## config.mk

```make
export PLATFORM = sky130hd
export DESIGN_NAME = pc_gen_btb
export DESIGN_NICKNAME = d
export VERILOG_FILES = /design/src/rtl/pipe_pkg.sv /design/src/rtl/btb_dm.sv /design/src/rtl/pc_gen_btb.sv
export SDC_FILE = /design/constraint.sdc
export NUM_CORES = 1
export LEC_CHECK = 0
export CAP_MARGIN = 20
export CORE_UTILIZATION = 54
export DETAILED_ROUTE_END_ITERATION = 8
export PLACE_DENSITY = 0.89
export REMOVE_ABC_BUFFERS = 1
export SLEW_MARGIN = 10
export SYNTH_ARGS = -nofsm -noshare
export SYNTH_HDL_FRONTEND = slang
export SYNTH_SLANG_ARGS = --single-unit
```

## constraint.sdc

```tcl
create_clock -name clk -period 4.3 [get_ports clk]
set_input_delay 0.645 -clock clk [delete_from_list [all_inputs] [get_ports clk]]
set_output_delay 0.645 -clock clk [all_outputs]
set_load 0.03 [all_outputs]
```

## src/rtl/pipe_pkg.sv

```systemverilog
// ============================================================================
// Module : pipe_pkg
// Brief  : Shared fetch-pipeline defaults and the next-PC select encoding.
// Rev    : 1.0
// ============================================================================
`default_nettype none

package pipe_pkg;

   localparam int unsigned  XLEN_DEF     = 32;
   localparam logic [31:0]  RESET_PC_DEF = 32'h0000_0000;
   localparam int unsigned  PC_INC_DEF   = 4;

   // Encoded in priority order, oldest redirect first
   typedef enum logic [2:0] {
      SEL_EX   = 3'd0,
      SEL_ID   = 3'd1,
      SEL_HOLD = 3'd2,
      SEL_PRED = 3'd3,
      SEL_SEQ  = 3'd4
   } npc_sel_e;

endpackage : pipe_pkg

`default_nettype wire

```

## src/rtl/btb_dm.sv

```systemverilog
// ============================================================================
// Module : btb_dm
// Brief  : Direct-mapped branch target buffer; one combinational read port,
//          two write ports (EX has priority over ID on an index collision).
// Rev    : 1.0
// ============================================================================
`default_nettype none

module btb_dm
   import pipe_pkg::*;
#(
   parameter int unsigned XLEN    = XLEN_DEF,
   parameter int unsigned BTB_IDX = 3
) (
   input  logic            clk,
   input  logic            rst,
   // lookup
   input  logic [XLEN-1:0] rd_pc_i,
   output logic            hit_o,
   output logic [XLEN-1:0] target_o,
   // EX port: install on taken, invalidate a matching entry on not-taken
   input  logic            ex_we_i,
   input  logic            ex_clr_i,
   input  logic [XLEN-1:0] ex_pc_i,
   input  logic [XLEN-1:0] ex_target_i,
   // ID port: install jal
   input  logic            id_we_i,
   input  logic [XLEN-1:0] id_pc_i,
   input  logic [XLEN-1:0] id_target_i
);

   localparam int unsigned DEPTH = 2 ** BTB_IDX;
   localparam int unsigned TAGW  = XLEN - BTB_IDX - 2;

   logic [DEPTH-1:0] valid_q;
   logic [DEPTH-1:0] valid_d;
   logic [TAGW-1:0]  tag_q [DEPTH];
   logic [XLEN-1:0]  tgt_q [DEPTH];

   logic [BTB_IDX-1:0] w_rd_idx;
   logic [BTB_IDX-1:0] w_ex_idx;
   logic [BTB_IDX-1:0] w_id_idx;
   logic [TAGW-1:0]    w_rd_tag;
   logic [TAGW-1:0]    w_ex_tag;
   logic [TAGW-1:0]    w_id_tag;
   logic               w_ex_clr;
   logic               w_ex_act;
   logic               w_id_act;
   logic               w_unused;

   assign w_rd_idx = rd_pc_i[BTB_IDX+1:2];
   assign w_ex_idx = ex_pc_i[BTB_IDX+1:2];
   assign w_id_idx = id_pc_i[BTB_IDX+1:2];
   assign w_rd_tag = rd_pc_i[XLEN-1:BTB_IDX+2];
   assign w_ex_tag = ex_pc_i[XLEN-1:BTB_IDX+2];
   assign w_id_tag = id_pc_i[XLEN-1:BTB_IDX+2];

   assign w_unused = ^{rd_pc_i[1:0], ex_pc_i[1:0], id_pc_i[1:0]};

   // No write bypass: a same-cycle write is seen from the next lookup on
   assign hit_o    = valid_q[w_rd_idx] & (tag_q[w_rd_idx] == w_rd_tag);
   assign target_o = tgt_q[w_rd_idx];

   // An invalidation also occupies the EX port and blocks a colliding ID write
   assign w_ex_clr = ex_clr_i & valid_q[w_ex_idx] & (tag_q[w_ex_idx] == w_ex_tag);
   assign w_ex_act = ex_we_i | w_ex_clr;
   assign w_id_act = id_we_i & ~(w_ex_act & (w_id_idx == w_ex_idx));

   always_comb begin
      valid_d = valid_q;
      if (w_id_act) begin
         valid_d[w_id_idx] = 1'b1;
      end
      if (ex_we_i) begin
         valid_d[w_ex_idx] = 1'b1;
      end else if (w_ex_clr) begin
         valid_d[w_ex_idx] = 1'b0;
      end
   end

   always_ff @(posedge clk or posedge rst) begin
      if (rst) begin
         valid_q <= '0;
      end else begin
         valid_q <= valid_d;
      end
   end

   // Tag and target arrays carry no reset; valid bits gate their use
   always_ff @(posedge clk) begin
      if (w_id_act) begin
         tag_q[w_id_idx] <= w_id_tag;
         tgt_q[w_id_idx] <= id_target_i;
      end
      if (ex_we_i) begin
         tag_q[w_ex_idx] <= w_ex_tag;
         tgt_q[w_ex_idx] <= ex_target_i;
      end
   end

endmodule : btb_dm

`default_nettype wire

```

## src/rtl/pc_gen_btb.sv

```systemverilog
// ============================================================================
// Module : pc_gen_btb
// Brief  : Registered IF-stage PC generator with ID/EX redirect resolution
//          and an optional BTB, enabled by defining PC_GEN_BTB_EN.
// Rev    : 1.0
// ============================================================================
`default_nettype none

module pc_gen_btb
   import pipe_pkg::*;
#(
   parameter int unsigned     XLEN     = XLEN_DEF,
   parameter logic [XLEN-1:0] RESET_PC = XLEN'(RESET_PC_DEF),
   parameter int unsigned     BTB_IDX  = 3,
   parameter int unsigned     PC_INC   = PC_INC_DEF
) (
   input  logic            clk,
   input  logic            rst,
   input  logic            stall_if,
   output logic [XLEN-1:0] pc_if,
   output logic            pred_taken_if,
   input  logic            jal_id,
   input  logic            jalr_id,
   input  logic            pred_taken_id,
   input  logic [XLEN-1:0] pc_id,
   input  logic [XLEN-1:0] imm_id,
   input  logic [XLEN-1:0] rs1_id,
   input  logic            br_valid_ex,
   input  logic            br_taken_ex,
   input  logic            pred_taken_ex,
   input  logic [XLEN-1:0] pc_ex,
   input  logic [XLEN-1:0] imm_ex,
   output logic            flush_if_id,
   output logic            flush_id_ex
);

   localparam logic [XLEN-1:0] INC = XLEN'(PC_INC);

   logic [XLEN-1:0] pc_q;
   logic [XLEN-1:0] pc_d;

   npc_sel_e        w_sel;
   logic            w_ex_redir;
   logic            w_id_redir;
   logic            w_btb_hit;
   logic [XLEN-1:0] w_btb_tgt;
   logic [XLEN-1:0] w_ex_taken_tgt;
   logic [XLEN-1:0] w_ex_tgt;
   logic [XLEN-1:0] w_jal_tgt;
   logic [XLEN-1:0] w_jalr_sum;
   logic [XLEN-1:0] w_id_tgt;

   assign w_ex_taken_tgt = pc_ex + imm_ex;
   assign w_ex_tgt       = br_taken_ex ? w_ex_taken_tgt : (pc_ex + INC);
   assign w_jal_tgt      = pc_id + imm_id;
   assign w_jalr_sum     = rs1_id + imm_id;
   assign w_id_tgt       = jalr_id ? {w_jalr_sum[XLEN-1:1], 1'b0} : w_jal_tgt;

`ifdef PC_GEN_BTB_EN
   // Only a disagreement with the prediction carried down the pipe redirects
   assign w_ex_redir = br_valid_ex & (br_taken_ex != pred_taken_ex);
   assign w_id_redir = ~w_ex_redir & (jalr_id | (jal_id & ~pred_taken_id));

   btb_dm #(
      .XLEN    (XLEN),
      .BTB_IDX (BTB_IDX)
   ) u_btb (
      .clk         (clk),
      .rst         (rst),
      .rd_pc_i     (pc_q),
      .hit_o       (w_btb_hit),
      .target_o    (w_btb_tgt),
      .ex_we_i     (br_valid_ex & br_taken_ex),
      .ex_clr_i    (br_valid_ex & ~br_taken_ex),
      .ex_pc_i     (pc_ex),
      .ex_target_i (w_ex_taken_tgt),
      .id_we_i     (jal_id & ~w_ex_redir),
      .id_pc_i     (pc_id),
      .id_target_i (w_jal_tgt)
   );
`else
   // Without a predictor everything is predicted not-taken
   logic w_unused;

   assign w_ex_redir = br_valid_ex & br_taken_ex;
   assign w_id_redir = ~w_ex_redir & (jalr_id | jal_id);
   assign w_btb_hit  = 1'b0;
   assign w_btb_tgt  = '0;
   assign w_unused   = ^{pred_taken_id, pred_taken_ex, 32'(BTB_IDX)};
`endif

   always_comb begin
      w_sel = SEL_SEQ;
      if (w_ex_redir) begin
         w_sel = SEL_EX;
      end else if (w_id_redir) begin
         w_sel = SEL_ID;
      end else if (stall_if) begin
         w_sel = SEL_HOLD;
      end else if (w_btb_hit) begin
         w_sel = SEL_PRED;
      end
   end

   always_comb begin
      pc_d = pc_q + INC;
      case (w_sel)
         SEL_EX:   pc_d = w_ex_tgt;
         SEL_ID:   pc_d = w_id_tgt;
         SEL_HOLD: pc_d = pc_q;
         SEL_PRED: pc_d = w_btb_tgt;
         default:  pc_d = pc_q + INC;
      endcase
   end

   always_ff @(posedge clk or posedge rst) begin
      if (rst) begin
         pc_q <= RESET_PC;
      end else begin
         pc_q <= pc_d;
      end
   end

   assign pc_if         = pc_q;
   assign pred_taken_if = w_btb_hit & ~rst;
   assign flush_if_id   = (w_ex_redir | w_id_redir) & ~rst;
   assign flush_id_ex   = w_ex_redir & ~rst;

endmodule : pc_gen_btb

`default_nettype wire

```

== Word-level counts from Yosys, hierarchy flattened ==
Index checks and enable logic that the tools add are counted.
Cells by class
  add/subtract/negate cells: 5
  reductions and logical operators: 1
  multiplexer cells: 6
  equality and inequality tests: 3
  bitwise logic cells: 8
Operators by type and width (count)
  $pmux W32 S4: 1
  $add A32 B32 Y32: 3
  $add A32 B3 Y32 const B: 2
  $mux W32: 2
  $mux W3: 3
  $eq A3 B2 Y1 const B: 2
  $and A1 B1 Y1: 4
  $eq A3 B1 Y1 const B: 1
  $logic_not A3 Y1: 1
  $not A1 Y1: 2
  $or A1 B1 Y1: 2
Storage, ports and cells
  logic and storage cells: 24
  register bits: 32
  output and inout port bits: 35
  bits of input ports: 169

== Logic depth before layout (Yosys ltp) ==
Gate-level depths: netlist (run 1).
  depth in word-level cells: 7
  mapped depth: 12
  gate-level depth less buffers: 12

== Worst setup path before layout (run 1) ==
Ideal clock, no wire load.
  path kind: input-to-reg
  from: input port pc_id[0]
  to: register pc_q[26] (netlist: pc_if[26])
  stages: 12
  arrival time: 2854 ps
  buffers on the path: 0
  data required time: 4163 ps
  path slack: 1309 ps
  library setup time: 137 ps
  cell sequence: ha_1 -> inv_1 -> fa_1 -> nand2b_1 -> a21oi_1 -> a41oi_1 -> o21a_1 -> a21oi_2 -> a31oi_1 -> mux2_2 -> a32oi_1 -> a21oi_1
On the way
  cells in the longest elaborated chain, start to end: 3
RTL lines
  start: declaration: RTL line pc_gen_btb.sv:25  | input logic [XLEN-1:0] pc_id,
  $add A32 B32 Y32: RTL line pc_gen_btb.sv:55  | assign w_jal_tgt = pc_id + imm_id;
  $mux W32: RTL line pc_gen_btb.sv:57  | assign w_id_tgt = jalr_id ? {w_jalr_sum[XLEN-1:1], 1'b0} : w_jal_tgt;
  $pmux W32 S4: RTL line pc_gen_btb.sv:107  | case (w_sel)
  end signal: assignment: RTL line pc_gen_btb.sv:120  | pc_q <= pc_d;
  end: declaration: RTL line pc_gen_btb.sv:39  | logic [XLEN-1:0] pc_q;
No other way between the ends.
A chain may end at the register's enable or synchronous reset.

== Worst setup path after layout (run 1) ==
  from: input port imm_id[0]
  to: register pc_q[26] (netlist: pc_if[26])
On the way
  cells in the longest elaborated chain, start to end: 3
  elaborated cells between the ends (all ways): 4
  classes of those cells: add/sub (2); mux (2)
RTL lines
  start: declaration: RTL line pc_gen_btb.sv:26  | input logic [XLEN-1:0] imm_id,
  $add A32 B32 Y32, on equally long branches: RTL line pc_gen_btb.sv:55, pc_gen_btb.sv:56
  $mux W32 *: RTL line pc_gen_btb.sv:57
  $pmux W32 S4 *: RTL line pc_gen_btb.sv:107
Every way passes the cells marked *; elsewhere a longest branch is shown, timed or not.

==> Implementation_results.wiki, run 1 <==
{| class="wikitable"
! Metric !! Value
|-
| Status || completed
|-
| Post-detailed-routing wire length || 24.4 mm
|-
| Instance count along the most critical hold path || 1
|-
| VDD IR-drop max || 0.184 mV
|-
| Total met2 wirelength after detailed routing || 10.6 mm
|-
| Global-route wire length before repair || 39.3 mm
|-
| Cts-stage hold buffer count || 0
|-
| Routed len/inst || 18.0 microns
|-
| Number of clock buffers inserted by TritonCTS || 5
|-
| Count of different cell masters after synthesis || 89
|-
| Most common cell after layout, fill and taps aside || clkdlybuf4s50_1
|-
| Final HPWL DP || 19.8 mm
|-
| Post-cts resize count || 0
|-
| Antenna viol nets, final || 0
|-
| Detailed-route wire length on metal 1 || 10.7 mm
|-
| Via density per instance || 6.37
|-
| Post-detailed-placement cell area || 9450 sq um
|-
| Avg Cell Area, Syn || 7.38 sq um
|-
| Synthesized flop and latch total || 32
|-
| Number of buffers added on ports || 200
|-
| CORE AREA || 13200 sq um
|-
| Detailed Routing Iterations Pass 1 || 8
|-
| Clock sink total || 32
|-
| EDFF count, synth || 0
|-
| Clk_skew || 0.00278 ns
|-
| # fillers || 1070
|-
| Cell taking the most area after synthesis || ha_1
|-
| Critical Path RT || 4.45 ns
|-
| Final-stage net count || 1444
|-
| Kind of critical path || input port to flip-flop
|-
| Flip-flop count of the largest register, all copies and words added || 32
|-
| Weighted congestion reported at the end of routability-driven placement || 0.953
|-
| Root buf cell || clkbuf_16
|-
| Number of hold violations in the final report || 0
|-
| Number of buffers inserted to repair setup after CTS || 0
|-
| Top library cells by usage in the layout, fill and taps aside || clkdlybuf4s50_1, a21oi_1, ha_1
|-
| Remaining global-route overflow || 0
|-
| Number of antenna violations at the first check in global routing || 0
|-
| Number of maximum-capacitance violations || 0
|-
| Synth top area share || 15.9%
|-
| Global Route Usage Sum || 34.2%
|-
| Critical Path Source Type || input port
|-
| Worst min-delay path category || flip-flop to flip-flop
|-
| Share of the yosys chip area belonging to registers || 10.9%
|-
| Ratio of cells with drive above 1 in the final layout || 4.32%
|-
| Post-Synthesis Cell Area || 7320 sq um
|-
| Number of cells produced by synthesis || 992
|-
| Number of DRC violations after detailed routing || 0
|-
| Total vias in the final route || 8632
|-
| Data arrival time of the critical path || 4.00 ns
|-
| Clock transition at the registers of the reported paths || 0.05 ns
|-
| CTS tree || built
|-
| Number of rows in the core area || 42
|-
| Crit. End Element || flip-flop
|-
| Setup_tns || 0 ns
|-
| Vias in the first global route || 8050
|-
| Normalized max-slew margin || 31.7%
|-
| Power density relative to cell area || 244 nW/um^2
|-
| Post-synth ARST share || 100%
|-
| Dominant cells by area after synthesis || ha_1, dfrtp_1, a21oi_1
|-
| Post-layout instance area || 9600 sq um
|-
| Final-report setup violation count || 0
|-
| Pin count of the biggest net entering global routing || 33
|-
| Tcrit/Tclk final || 89.5%
|-
| Top routing layer used || met4
|-
| Inserted Diodes || 0
|-
| Leakage || 3.99 nW
|-
| Peak fanout along the critical path || 5
|-
| Die Area || 14000 sq um
|-
| Worst slew pin tran || 1.02 ns
|-
| Starting Density || 55.3%
|-
| Maximum level of the CTS H-tree || 2
|-
| Achievable clock frequency || 260 MHz
|-
| Count of routing violations after the opening detailed-route iteration || 1042
|-
| Ys flop type || dfrtp_1
|-
| Core utilization of the finished layout || 72.5%
|-
| Top-level I/O count || 204
|-
| Ys Warns || 0
|-
| Clk Latency, worst-skew pair || 0.28 ns
|-
| Overall die height || 118 microns
|-
| Buffer levels on the longest clock path || 2
|-
| Synthesis-to-finish area growth || 31.1%
|-
| Die extent in x || 118 microns
|-
| Unrepaired setup endpoints after global routing || no
|-
| Met3 wire length || 2.38 mm
|-
| Worst reg2reg path depth || 9
|-
| Count of final max-slew check failures || 0
|-
| Post-layout minimum cycle time || 3.85 ns
|}
==> cell type report <==
class                           instances  area [sq um]  area share [%]
Multi-Input combinational cell        895          6210            64.7
Timing Repair Buffer                  213          2100            21.9
Sequential cell                        32           801            8.34
Tap cell                              176           220            2.29
Clock buffer                            7           143            1.49
Inverter                               32           120            1.25
Clock inverter                          1          7.51          0.0782
==> worst max-delay path, cell delays in order <==
cell and delay [ns]:
clkdlybuf4s50_1 0.49, ha_1 0.23, inv_1 0.07, fa_1 0.37, nand2b_1 0.19, a21oi_1 0.25, a41oi_1 0.29, o21a_1 0.29
a21oi_2 0.32, a31oi_1 0.15, mux2_2 0.30, a32oi_1 0.28, a21oi_1 0.12
==> cells in the mapped netlist (all sizes together) (19+ instances only) <==
library cell	count
clkbuf	28
nand3	34
xnor2	39
a21o	38
nand4	19
a21oi	106
a31oi	21
o21ai	82
nor2	82
xor2	38
nand2	88
ha	93
nor3	27
inv	31
dfrtp	32
==> through the flow <==
stage          cells  worst slack, ns  power, mW  hold slack, ns
6_report        1356            0.453       2.34           0.570
2_1_floorplan    959             1.08       1.37           0.704
3_3_place_gp    1348            0.302       1.91           0.546
3_5_place_dp    1348            0.268       1.93           0.555
5_1_grt         1356            0.260       2.47           0.607
4_1_cts         1356            0.552       2.30           0.571
==> routing by layer <==
| metal | global-route usage (%) | vias up |
|---|---|---|
| li1 | - | 4170 |
| met1 | 47.4 | 3919 |
| met2 | 54.4 | 487 |
| met3 | 5.55 | 56 |
| met4 | 9.97 | 0 |
| met5 | 0 | - |
==> report_power, final <==
group	switching (mW)	internal [mW]	total [mW]
Clock	0.132	0.230	0.362
Sequential	0.101	0.366	0.467
Combinational	0.830	0.678	1.51
Total	1.06	1.27	2.34
==> cells by family (layout without fill, tap and decap cells) <==
| kind of cell | after synthesis | count (layout) | share of synthesized area [%] |
|---|---|---|---|
| compound gates | 395 | 395 | 36.2 |
| mux | 9 | 9 | 1.25 |
| fa+ha+maj | 96 | 96 | 16.7 |
| buf+inv | 65 | 253 | 4.37 |
| other cells | 1 | 1 | 0.0512 |
| simple gates | 317 | 317 | 21.2 |
| flops | 32 | 32 | 10.9 |
| xor+xnor | 77 | 77 | 9.31 |
==> worst paths after layout <==
check	startpoint	to	slack [ns]
hold reg to reg	pc_if[18]	pc_if[18]	0.57
setup / recovery	imm_id[0]	pc_if[26]	0.45
min in group asynchronous	rst	pc_if[25]	0.87
setup reg to reg	pc_if[4]	pc_if[29]	1.40
hold / removal	pc_if[18]	pc_if[18]	0.57
max in group asynchronous	rst	pc_if[5]	3.13
Power figures use the tool's default switching activity.
==> inputs of run 2 (changes only) <==
--- a/config.mk
+++ b/config.mk
@@ -6,8 +6,10 @@
 export NUM_CORES = 1
 export LEC_CHECK = 0
 export CAP_MARGIN = 20
+export CORE_MARGIN = 1.5
 export CORE_UTILIZATION = 54
 export DETAILED_ROUTE_END_ITERATION = 8
+export GPL_TIMING_DRIVEN = 1
 export PLACE_DENSITY = 0.89
 export REMOVE_ABC_BUFFERS = 1
 export SLEW_MARGIN = 10
==> run 2 against run 1 <==
Compared with the run above:
- register-to-register slack worse by 0.06 ns
- clock skew up 0.0040 ns
- combinational power about the same
- hold slack better by 0.011 ns
- sequential power about the same
- sequential share of layout area about the same
- via count up 0.21%
- largest power group unchanged
- core utilization up 0.30 points
- fmax up 0.65%
- first-iteration DRC count down 22%
- worst setup slack better by 0.025 ns
==> Implementation_results.wiki, run 2 (same netlist as run 1, synthesis figures left out) <==
{| class="wikitable"
! Metric !! Value
|-
| Root buf cell || clkbuf_16
|-
| Number of clock buffers inserted by TritonCTS || 5
|-
| Clock transition at the registers of the reported paths || 0.05 ns
|-
| Kind of critical path || input port to flip-flop
|-
| Worst Setup EP || pc_if[22]
|-
| Crit. Startpoint || imm_id[0]
|-
| Achievable clock frequency || 262 MHz
|-
| Flip-flop count of the largest register, all copies and words added || 32
|-
| Number of antenna violations at the first check in global routing || 1
|-
| PnR worst setup slack || 0.478 ns
|-
| Top library cells by usage in the layout, fill and taps aside || clkdlybuf4s50_1, a21oi_1, ha_1
|-
| Critical Path Source Type || input port
|-
| Tcrit/Tclk final || 88.9%
|-
| Antenna viol nets, final || 0
|-
| Status || completed
|-
| Final HPWL DP || 20.4 mm
|-
| Dpl ws || 0.262 ns
|-
| Register-to-register setup slack || 1.34 ns
|-
| Post-layout minimum cycle time || 3.82 ns
|-
| Startpoint of the most critical register-to-register path || pc_if[4]
|-
| Cts-stage hold buffer count || 0
|-
| Count of routing violations after the opening detailed-route iteration || 814
|-
| Global Route Usage Sum || 34.4%
|-
| Power density relative to cell area || 244 nW/um^2
|-
| Worst min-delay path category || flip-flop to flip-flop
|-
| Critical Path RT || 4.44 ns
|-
| Data arrival time of the critical path || 3.97 ns
|-
| Maximum level of the CTS H-tree || 2
|-
| Total vias in the final route || 8650
|-
| Number of hold violations in the final report || 0
|-
| Inserted Diodes || 0
|-
| Via density per instance || 6.36
|-
| Final-report setup violation count || 0
|-
| Clk Latency, worst-skew pair || 0.28 ns
|-
| VDD IR-drop max || 0.160 mV
|-
| Clk_skew || 0.00681 ns
|-
| Remaining global-route overflow || 0
|-
| Clock sink total || 32
|-
| Unrepaired setup endpoints after global routing || no
|-
| Origin of the worst min-delay path || pc_if[11]
|-
| Final-stage net count || 1449
|-
| Global-route wire length before repair || 40.1 mm
|-
| Vias in the first global route || 8193
|-
| Weighted congestion reported at the end of routability-driven placement || 0.968
|-
| Number of DRC violations after detailed routing || 0
|-
| Number of buffers added on ports || 200
|-
| Buffer levels on the longest clock path || 2
|-
| Post-cts resize count || 0
|-
| Reg2reg end || pc_if[29]
|-
| Number of rows in the core area || 42
|-
| Synthesis-to-finish area growth || 31.6%
|-
| Count of final max-slew check failures || 0
|-
| Routed len/inst || 18.3 microns
|-
| Peak fanout along the critical path || 4
|-
| Leakage || 4.02 nW
|-
| Die extent in x || 119 microns
|-
| CTS tree || built
|-
| Normalized max-slew margin || 54.2%
|-
| Ratio of cells with drive above 1 in the final layout || 4.73%
|-
| CORE AREA || 13200 sq um
|-
| Worst reg2reg path depth || 9
|-
| Pin count of the biggest net entering global routing || 33
|-
| Detailed Routing Iterations Pass 1 || 5
|-
| Overall die height || 119 microns
|-
| Number of maximum-capacitance violations || 0
|-
| Die Area || 14300 sq um
|-
| Number of buffers inserted to repair setup after CTS || 0
|-
| Worst slew pin tran || 0.686 ns
|-
| Starting Density || 55.3%
|-
| Setup_tns || 0 ns
|-
| Top-level I/O count || 204
|-
| Crit. End Element || flip-flop
|-
| Most common cell after layout, fill and taps aside || clkdlybuf4s50_1
|-
| Post-detailed-routing wire length || 24.9 mm
|}
[run 2: cell count changes in the layout (fill, tap and decap cells not counted)]
cell / previous run / this run
clkbuf_8: 1 / 2
buf_4: 13 / 18
clkbuf_1: 1 / 0
clkinvlp_4: 1 / 0
[run 2: per-layer routing]
metal	part of all wire (%)	global-route usage [%]	vias up
met5	0.052	0	-
met4	1.9	8.56	2
met3	9.3	5.36	44
met2	45	55.1	437
met1	44	48.3	3992
li1	-	-	4175
[run 2: critical path, stage by stage]
cell             delay [ns]
clkdlybuf4s50_1        0.51
ha_1                   0.22
inv_1                  0.07
fa_1                   0.38
nand2b_1               0.20
a21oi_1                0.27
a41oi_1                0.30
o21a_1                 0.29
a21oi_2                0.21
buf_4                  0.18
xnor2_1                0.12
o22ai_1                0.12
a311oi_1               0.34
nor2_1                 0.12
[run 2: worst min path at each step]
| stage | to | depth (start not counted) | slack (ns) |
|---|---|---|---|
| 2_1_floorplan | pc_if[9] | 2 | 0.70 |
| 3_3_place_gp | pc_if[18] | 1 | 0.54 |
| 6_report | pc_if[11] | 1 | 0.58 |
| 3_5_place_dp | pc_if[18] | 1 | 0.56 |
| 4_1_cts | pc_if[11] | 1 | 0.58 |
| 5_1_grt | pc_if[19] | 2 | 0.62 |
[run 2: through the flow]
stage | area (sq um) | utilization, % | hold WS (ns) | instances | power, mW
6_report | 9640 | 72.8 | 0.581 | 1360 | 2.35
2_1_floorplan | 7120 | - | 0.704 | 959 | 1.37
3_5_place_dp | 9480 | 71.6 | 0.564 | 1353 | 1.94
3_3_place_gp | 9480 | 71.6 | 0.542 | 1353 | 1.92
4_1_cts | 9640 | 72.8 | 0.581 | 1360 | 2.32
5_1_grt | 9640 | 72.8 | 0.619 | 1360 | 2.49
[run 2: layout make-up]
| cell class | count | area [sq um] |
|---|---|---|
| repair buffers | 218 | 2140 |
| clock buffers | 7 | 153 |
| flip-flops and latches | 32 | 801 |
| multi-input cells | 895 | 6210 |
| fillers | 1125 | 3610 |
| inverters | 32 | 120 |
| well taps | 176 | 220 |
[run 2: power breakdown]
| group | switching, mW | total [mW] | internal (mW) |
|---|---|---|---|
| clock network | 0.128 | 0.370 | 0.243 |
| logic | 0.831 | 1.51 | 0.682 |
| registers | 0.101 | 0.467 | 0.366 |
| total | 1.06 | 2.35 | 1.29 |
==> inputs of run 3 (changes only) <==
--- a/config.mk
+++ b/config.mk
@@ -6,6 +6,7 @@
 export NUM_CORES = 1
 export LEC_CHECK = 0
 export CAP_MARGIN = 20
+export CORE_ASPECT_RATIO = 0.5
 export CORE_MARGIN = 1.5
 export CORE_UTILIZATION = 54
 export DETAILED_ROUTE_END_ITERATION = 8
==> run 3 against run 2 <==
Compared with the run above:
- clock skew fell by 0.00060 ns
- flip-flop and latch count did not move
- sequential power rose by 2%
- largest power group unchanged
- global-route usage rose by 2.2 points
- fmax rose by 0.67%
- die area rose by 0.30%
- hold slack improved by 0.0058 ns
- first-iteration DRC count rose by 61%
==> Implementation_results.wiki, run 3 (same netlist as run 1, synthesis figures left out) <==
{| class="wikitable"
! Metric !! Value
|-
| Crit path largest cell delay || 0.50 ns
|-
| Count of final max-slew check failures || 0
|-
| VDD IR-drop max || 0.187 mV
|-
| Most common cell after layout, fill and taps aside || clkdlybuf4s50_1
|-
| Worst slew pin tran || 0.659 ns
|-
| Total placed cells including tap cells || 1340
|-
| Routed len/inst || 19.8 microns
|-
| Root buf cell || clkbuf_16
|-
| Final worst hold slack || 0.587 ns
|-
| Dpl ws || 0.333 ns
|-
| Top library cells by usage in the layout, fill and taps aside || clkdlybuf4s50_1, a21oi_1, ha_1
|-
| Kind of cell adding the most delay to the critical path || compound AO/OA/AOI/OAI gates
|-
| Achievable clock frequency || 263 MHz
|-
| Total vias in the final route || 8979
|-
| Crit. End Element || flip-flop
|-
| Global-route wire length before repair || 41.9 mm
|-
| Number of hold violations in the final report || 0
|-
| Count of routing violations after the opening detailed-route iteration || 1308
|-
| Starting Density || 56.5%
|-
| Number of rows in the core area || 29
|-
| Non-filler cells in the finished layout || 1347
|-
| CTS tree || built
|-
| Remaining global-route overflow || 0
|-
| Synthesis-to-finish area growth || 30.5%
|-
| Clock sink total || 32
|-
| Number of buffers inserted to repair setup after CTS || 0
|-
| Post-cts resize count || 0
|-
| Pin count of the biggest net entering global routing || 33
|-
| Cts-stage hold buffer count || 0
|-
| Clk_skew || 0.00621 ns
|-
| PnR worst setup slack || 0.504 ns
|-
| Setup_tns || 0 ns
|-
| Critical Path Source Type || input port
|-
| Sum of buffers and inverters on the critical path || 2
|-
| Vias in the first global route || 8076
|-
| Overall die height || 85.3 microns
|-
| Final-report setup violation count || 0
|-
| Number of antenna violations at the first check in global routing || 0
|-
| Series of cell instances along the critical path || clkdlybuf4s50_1 > ha_1 > inv_1 > fa_1 > nand2b_1 > a21oi_1 > a41oi_1 > o21a_1 > a21oi_2 > a31oi_1 > xor2_1 > o2111ai_1 > o22a_1
|-
| # fillers || 1046
|-
| Design Power || 2.37 mW
|-
| Unrepaired setup endpoints after global routing || no
|-
| Clk Latency, worst-skew pair || 0.28 ns
|-
| Clock transition at the registers of the reported paths || 0.05 ns
|-
| Number of DRC violations after detailed routing || 0
|-
| Detailed Routing Iterations Pass 1 || 6
|-
| Leakage || 3.97 nW
|-
| Number of maximum-capacitance violations || 0
|-
| Worst min-delay path category || flip-flop to flip-flop
|-
| Die extent in x || 168 microns
|-
| Ratio of cells with drive above 1 in the final layout || 4.08%
|-
| Buffer levels on the longest clock path || 2
|-
| Post-detailed-placement cell area || 9420 sq um
|-
| Power density relative to cell area || 248 nW/um^2
|-
| Final-stage net count || 1442
|-
| Peak fanout along the critical path || 5
|-
| Status || completed
|-
| Critical Path RT || 4.47 ns
|-
| Flip-flop count of the largest register, all copies and words added || 32
|-
| Top-level I/O count || 204
|-
| Kind of critical path || input port to flip-flop
|-
| CORE AREA || 13000 sq um
|-
| Post-detailed-routing wire length || 26.7 mm
|-
| Post-layout instance area || 9560 sq um
|-
| Weighted congestion reported at the end of routability-driven placement || 1.01
|-
| Number of buffers added on ports || 200
|-
| Core utilization of the finished layout || 73.8%
|-
| Tcrit/Tclk final || 88.3%
|-
| Via density per instance || 6.67
|-
| Maximum level of the CTS H-tree || 2
|-
| Inserted Diodes || 0
|-
| Global Route Usage Sum || 36.6%
|-
| Normalized max-slew margin || 56.1%
|-
| Data arrival time of the critical path || 3.97 ns
|-
| Final HPWL DP || 21.7 mm
|-
| Critical-path cell with the highest stage delay || clkdlybuf4s50_1
|-
| Post-layout minimum cycle time || 3.80 ns
|-
| Number of clock buffers inserted by TritonCTS || 5
|-
| Antenna viol nets, final || 0
|-
| Die Area || 14300 sq um
|}
==> run 3: cell types whose count changed in the layout (fill, tap and decap cells not counted), sizes merged <==
cell    delta
clkinv     +1
buf        -7
clkbuf     -1
==> run 3: cell type report <==
type                       instances  area (sq um)  area share (%)
inverter                          32           120            1.26
multi-input combinational        895          6210            64.9
clock inverter                     1          5.00          0.0524
tap                              170           213            2.23
timing repair buffer             211          2080            21.8
sequential                        32           801            8.38
clock buffer                       6           129            1.35
==> run 3: worst paths after layout <==
path,from,end,slack [ns],depth (start not counted)
setup / recovery,imm_id[0],pc_if[24],0.50,13
max in group asynchronous,rst,pc_if[9],3.14,3
hold / removal,pc_if[9],pc_if[9],0.59,2
setup reg to reg,pc_if[4],pc_if[25],1.32,10
hold reg to reg,pc_if[9],pc_if[9],0.59,2
min in group asynchronous,rst,pc_if[6],0.85,3
==> run 3: worst min-delay path, cell delays in order (launching register included) <==
cell	delay (ns)
dfrtp_1	0.38
a21oi_1	0.05
a21oi_1	0.11
==> run 3: power by group <==
| part | switching, mW | internal, mW | total (mW) | leakage [nW] |
|---|---|---|---|---|
| combinational | 0.882 | 0.678 | 1.56 | 3.52 |
| clock | 0.126 | 0.210 | 0.337 | 0.0667 |
| sequential | 0.109 | 0.366 | 0.475 | 0.385 |
==> run 3: routing by layer <==
metal | routed length [microns] | global-route usage, % | vias up
li1 | - | - | 4158
met1 | 11500 | 52.4 | 4195
met2 | 10900 | 56.0 | 585
met3 | 3900 | 9.00 | 41
met4 | 334 | 6.39 | 0
met5 | 0 | 0 | -
